<file path="src/rtl/program_loader.sv">
// program_loader: UART byte-stream boot loader driving instruction memory.
// Define PROGRAM_LOADER_CHECKSUM_EN to require a trailing 8-bit sum byte.
module program_loader #(
  parameter int          MEM_BYTES      = 1024,
  parameter logic [7:0]  SYNC_BYTE      = 8'hA5,
  parameter int          TIMEOUT_CYCLES = 1_000_000
) (
  input  logic        clk,
  input  logic        rst_n,
  input  logic        rx_valid,
  input  logic [7:0]  rx_data,
  output logic        write_enable,
  output logic [7:0]  write_data,
  output logic [31:0] write_address,
  output logic        clear_mem,
  output logic        core_hold,
  output logic        load_done,
  output logic        load_error
);

  localparam int AW = $clog2(MEM_BYTES);
  localparam int TW = $clog2(TIMEOUT_CYCLES + 1);

  typedef enum logic [2:0] {
    IDLE,
    CLEAR,
    LEN,
    DATA,
    DONE,
    ERROR
`ifdef PROGRAM_LOADER_CHECKSUM_EN
    , CHECK
`endif
  } state_t;

  state_t        state;
  logic [23:0]   len;
  logic [AW:0]   cnt;
  logic [7:0]    csum;
  logic [1:0]    idx;
  logic [TW-1:0] timer;

  logic        sync_hit;
  logic        last;
  logic        tmo;
  logic        bad_len;
  logic [31:0] len_full;

  assign sync_hit = rx_valid && (rx_data == SYNC_BYTE);
  assign last     = (cnt == len[AW:0]);
  assign tmo      = (timer == TW'(TIMEOUT_CYCLES - 1));
  assign len_full = {rx_data, len};
  assign bad_len  = (len_full == 32'd0) ||
                    (len_full > 32'(MEM_BYTES));

  always_ff @(posedge clk or negedge rst_n) begin
    if (!rst_n) begin
      state         <= IDLE;
      len           <= '0;
      cnt           <= '0;
      csum          <= '0;
      idx           <= '0;
      timer         <= '0;
      write_enable  <= 1'b0;
      write_data    <= '0;
      write_address <= '0;
      clear_mem     <= 1'b0;
      core_hold     <= 1'b0;
      load_done     <= 1'b0;
      load_error    <= 1'b0;
    end else begin
      write_enable <= 1'b0;
      clear_mem    <= 1'b0;
      load_done    <= 1'b0;
      unique case (state)
        IDLE, DONE, ERROR: begin
          if (state != ERROR) begin
            state     <= IDLE;
            core_hold <= 1'b0;
          end
          if (sync_hit) begin
            state      <= CLEAR;
            clear_mem  <= 1'b1;
            core_hold  <= 1'b1;
            load_error <= 1'b0;
          end
        end
        CLEAR: begin
          state <= LEN;
          cnt   <= '0;
          csum  <= '0;
          timer <= '0;
          len   <= {16'h0, rx_valid ? rx_data : 8'h00};
          idx   <= {1'b0, rx_valid};
        end
        LEN: begin
          if (rx_valid) begin
            timer <= '0;
            idx   <= idx + 1'b1;
            unique case (idx)
              2'd0: len[7:0]   <= rx_data;
              2'd1: len[15:8]  <= rx_data;
              2'd2: len[23:16] <= rx_data;
              default: begin
                if (bad_len) begin
                  state      <= ERROR;
                  load_error <= 1'b1;
                end else begin
                  state <= DATA;
                end
              end
            endcase
          end else if (tmo) begin
            state      <= ERROR;
            load_error <= 1'b1;
            timer      <= '0;
          end else begin
            timer <= timer + 1'b1;
          end
        end
        DATA: begin
          // last is seen in the cycle of the final write strobe
          if (last) begin
`ifdef PROGRAM_LOADER_CHECKSUM_EN
            if (!rx_valid) begin
              state <= CHECK;
              timer <= timer + 1'b1;
            end else if (rx_data == csum) begin
              state     <= DONE;
              load_done <= 1'b1;
              core_hold <= 1'b0;
            end else begin
              state      <= ERROR;
              load_error <= 1'b1;
              timer      <= '0;
            end
`else
            state     <= DONE;
            load_done <= 1'b1;
            core_hold <= 1'b0;
`endif
          end else if (rx_valid) begin
            timer         <= '0;
            write_enable  <= 1'b1;
            write_data    <= rx_data;
            write_address <= 32'(cnt[AW-1:0]);
            cnt           <= cnt + 1'b1;
            csum          <= csum + rx_data;
          end else if (tmo) begin
            state      <= ERROR;
            load_error <= 1'b1;
            timer      <= '0;
          end else begin
            timer <= timer + 1'b1;
          end
        end
`ifdef PROGRAM_LOADER_CHECKSUM_EN
        CHECK: begin
          if (rx_valid) begin
            timer <= '0;
            if (rx_data == csum) begin
              state     <= DONE;
              load_done <= 1'b1;
              core_hold <= 1'b0;
            end else begin
              state      <= ERROR;
              load_error <= 1'b1;
            end
          end else if (tmo) begin
            state      <= ERROR;
            load_error <= 1'b1;
            timer      <= '0;
          end else begin
            timer <= timer + 1'b1;
          end
        end
`endif
        default: begin
          state     <= IDLE;
          core_hold <= 1'b0;
        end
      endcase
    end
  end

endmodule

</file>
<file path="config.mk">
export PLATFORM = sky130hd
export DESIGN_NAME = program_loader
export DESIGN_NICKNAME = d
export VERILOG_FILES = /design/src/rtl/program_loader.sv
export SDC_FILE = /design/constraint.sdc
export NUM_CORES = 1
export LEC_CHECK = 0
export CAP_MARGIN = 40
export CORE_MARGIN = 2
export CORE_UTILIZATION = 60
export DETAILED_ROUTE_END_ITERATION = 10
export GPL_TIMING_DRIVEN = 0
export MAX_ROUTING_LAYER = met4
export PLACE_DENSITY = 0.9
export SYNTH_ARGS = -nofsm -noshare
export SYNTH_HDL_FRONTEND = slang
export SYNTH_SLANG_ARGS = --single-unit
</file>
<file path="constraint.sdc">
create_clock -name clk -period 5.5 [get_ports clk]
set_clock_uncertainty 0.1 [all_clocks]
set_input_delay 0.825 -clock clk [delete_from_list [all_inputs] [get_ports clk]]
set_output_delay 0.825 -clock clk [all_outputs]
set_load 0.02 [all_outputs]
</file>
==> results.md <==
- Number of cells produced by synthesis: 452
- Detail-routed net length per standard cell: around 16 µm
- Total DRC errors in the routed layout: 0
- Maximum operating frequency: 344 MHz
- Count of nets left with antenna violations after detail routing: 0
- Type of the worst min-delay path: input pin to async pin
- Antenna fix cells: 0
- Antenna violations before repair: 0
- Initial Utilization: 61.4%
- Final Hold Fails: 0
- Number of enable-type register cells in the synthesized netlist: 0
- Total CTS buffers: 9
- Final HPWL from detailed placement: 6970 µm
- Core box area: 7180 µm²
- Critical path endpoint: load_error$_DFFE_PN0P_
- GPL Wtd Cong: 0.954
- Clock tree root buffer cell: sky130_fd_sc_hd__clkbuf_8
- Number of setup violations in the final report: 0
- Number of vias after detailed routing: 3641
- Number of detailed-routing iterations run before antenna repair: 5
- Reg-to-reg startpoint: cnt[1]$_DFFE_PN0P_
- TritonCTS clock tree: done
- Run status: complete, no violations
- Leakage power: 0.00232 µW
- CP Data Arrival Time: about 3.0 ns
- Slack of the critical path: 2.59 ns
- Async set or reset register ratio after synthesis: between 90% and 100%
- Die outline area: ~8000 µm²
- Endpoint of the worst register-to-register path: timer[2]$_DFFE_PN0P_
- Post-Route Setup TNS: 0 ns
- Setup slack at placement: 2.26 ns
- Count of cell types in the netlist: 53
- Routed wire length: 9730 µm
- Buffer levels on the longest clock path: 2
- Number of max-cap violations: 0
- Startpoint type of the worst setup path: input pin
- Source-to-sink clock delay at the later pin of the worst-skew pair: 0.35 ns
- Sort of element at the end of the critical path: flop
- Critical path origin: rx_data[6]
- Overall power consumption: about 2200 µW
- Share of layout cells above drive strength 1: about 14%
- Measured slew at the worst slew-check pin: 0.592 ns
- Critical Setup Path Class: input pin to flop
- Post-CTS setup buffers: 0
- VDD IR max: 0.179 mV
- Unrepaired setup endpoints after global routing: no
- Count of hold buffers inserted by post-cts repair: 0
- Sequential-to-total area share from yosys stat: 47.1%
- Number of rows in the core area: 31
- Setup slack on the worst flop-to-flop path: 3.02 ns
- Final Core Density: 71.7%
- Seq cells post-synth: between 80 and 90
- Io pins: 56
- Die height: 89.7 µm
- Number of warning messages in the yosys log: 0
- Maximum number of pins on one net before global-route repair: 45
- Final period demand of the worst path: 2.91 ns
- Clock Pin Slew Worst Setup and Hold Paths: 0.09 ns
- First-pass GRT wire length: 16700 µm
- Synth Flop Type: sky130_fd_sc_hd__dfrtp_1
- Post-synthesis average cell area: 9.75 µm²
- PD cells: 420 nW/µm²
- Remaining global-route overflow: 0
- Top fanout value on the critical path: 5
- Overall routing resource usage: 25.9%
- Max transition margin: 60.5%
- Data required time at the worst endpoint: 5.62 ns
- Synthesized cell area: 4410 µm²
- Final critical-path share of the clock period: between 50% and 60%
- Number of port buffers: 32
- CTS H-tree lvls: 3
- Cell depth of the worst flop-to-flop path: 8
- Drt initial violations: 330
- Die Width: 89.7 µm
- Final net count: 534
- Via count of the first global-routing pass: ~3500
- # clock sinks: 83
- P&R area growth vs syn: 16.8%
- Count of final max-slew check failures: 0
- DR vias/cell: 5.86
- Number of gates given a new drive strength after cts: 0
-- power by group --
group / internal (µW) / total, µW / switching, µW / leakage [µW]
Sequential: 738 / 857 / 118 / 0.00111
Combinational: 338 / 867 / 528 / 0.00111
Clock: 213 / 439 / 227 / 0.0000962
-- stage by stage --
step	instances	hold slack, ns	cell area, µm²
after floorplan	473	0.341	4490
after global placement	604	0.356	4930
after detailed placement	605	0.362	4950
after CTS	621	0.353	5150
after global routing	621	0.371	5150
final	621	0.329	5150
-- cell usage in the layout, fill, tap and decap left out, types with 4 or more instances in the layout --
cell                              synthesis  final
sky130_fd_sc_hd__xor2_1                  12     12
sky130_fd_sc_hd__mux2_1                  16     16
sky130_fd_sc_hd__clkdlybuf4s50_1          0     31
sky130_fd_sc_hd__nand2b_1                 5      5
sky130_fd_sc_hd__nor2_1                  26     26
sky130_fd_sc_hd__nor4_1                   7      7
sky130_fd_sc_hd__clkbuf_8                 0      9
sky130_fd_sc_hd__or3_1                    5      5
sky130_fd_sc_hd__nand2_1                 43     43
sky130_fd_sc_hd__buf_4                   24     25
sky130_fd_sc_hd__conb_1                   1     22
sky130_fd_sc_hd__a21oi_1                 14     14
sky130_fd_sc_hd__dfrtp_1                 83     83
sky130_fd_sc_hd__o21ai_1                 17     17
sky130_fd_sc_hd__o31ai_2                  7      7
sky130_fd_sc_hd__ha_1                     6      6
sky130_fd_sc_hd__buf_2                    9      9
sky130_fd_sc_hd__nor2b_1                  4      4
sky130_fd_sc_hd__a22o_1                   9      9
sky130_fd_sc_hd__o31ai_1                  8      8
sky130_fd_sc_hd__nand4_1                  6      6
sky130_fd_sc_hd__a31oi_1                 10     10
sky130_fd_sc_hd__inv_1                   15     15
sky130_fd_sc_hd__clkbuf_1                 9      9
sky130_fd_sc_hd__nor3_1                   8      8
sky130_fd_sc_hd__o21ai_0                 30     30
sky130_fd_sc_hd__nor4_2                   4      4
sky130_fd_sc_hd__nand3_1                 25     25
sky130_fd_sc_hd__and3_1                   8      8
-- worst max-delay path, stage by stage --
cell and delay, ns:
sky130_fd_sc_hd__clkdlybuf4s50_1 0.54, sky130_fd_sc_hd__or4_1 0.60, sky130_fd_sc_hd__or2_1 0.28, sky130_fd_sc_hd__nor4_1 0.28, sky130_fd_sc_hd__nand3_1 0.19, sky130_fd_sc_hd__o211ai_1 0.22
sky130_fd_sc_hd__a21oi_1 0.09
-- worst min-delay path by stage --
| stage | to | start | slack (ns) | cells after the start |
|---|---|---|---|---|
| 2_1_floorplan | len[11]$_DFFE_PN0P_ | len[11]$_DFFE_PN0P_ | 0.34 | 2 |
| 3_3_place_gp | len[11]$_DFFE_PN0P_ | len[11]$_DFFE_PN0P_ | 0.36 | 2 |
| 3_5_place_dp | len[11]$_DFFE_PN0P_ | len[11]$_DFFE_PN0P_ | 0.36 | 2 |
| 4_1_cts | write_address[6]$_DFFE_PN0P_ | rst_n | 0.35 | 1 |
| 5_1_grt | write_address[8]$_DFFE_PN0P_ | rst_n | 0.37 | 1 |
| 6_report | cnt[8]$_DFFE_PN0P_ | rst_n | 0.33 | 1 |
-- cells in the mapped netlist (all sizes together), types with 4 or more instances --
library cell / number / area share (%)
nand2b: 5 / 0.71
dfrtp: 83 / 47
nand2: 44 / 3.8
nor4: 11 / 2.1
nor2b: 4 / 0.57
nor3: 8 / 0.91
and3: 8 / 1.1
nand3: 25 / 2.8
o21ai: 48 / 5.5
nand4: 6 / 0.85
clkbuf: 9 / 0.77
mux2: 17 / 4.3
buf: 35 / 5.6
o31ai: 15 / 3.4
a21oi: 15 / 2.0
nor2: 26 / 2.2
ha: 6 / 1.7
xor2: 12 / 2.4
or3: 5 / 0.71
a22o: 9 / 1.8
inv: 18 / 1.5
a31oi: 10 / 1.4
-- sequential cells by signal, summed over array words and instances (netlist names) --
register,flops
len,24
timer,20
cnt,11
write_address,10
write_data,8
state,3
idx,2
clear_mem,1
core_hold,1
load_done,1
load_error,1
write_enable,1
-- layout make-up --
type                    instances  area [µm²]
flip-flops and latches         83        2080
multi-input cells             328        2060
fillers                       516        2030
repair buffers                 33         338
plain buffers                  44         282
clock buffers                   9         124
well taps                      99         124
clock inverters                 7        76.3
inverters                      18        67.6
-- cells by family (layout without fill, tap and decap cells) --
kind of cell	Yosys count	count (layout)	share of synthesized area (%)
buffers and inverters	62	111	7.92
AO/OA/AOI/OAI	112	112	17.3
flip-flops	83	83	47.1
adder cells (fa/ha/maj)	6	6	1.70
multiplexers	18	18	4.57
other	1	22	0.0851
AND/OR/NAND/NOR	155	155	18.3
XOR/XNOR	15	15	2.98
-- routing by layer --
metal | GRT usage [%] | routed length, µm | vias to the layer above
li1 | - | - | 1718
met1 | 33.5 | 4240 | 1748
met2 | 41.4 | 4740 | 151
met3 | 3.86 | 531 | 24
met4 | 10.6 | 209 | 0
met5 | - | 0 | -
(Power assumes the default switching activity.)
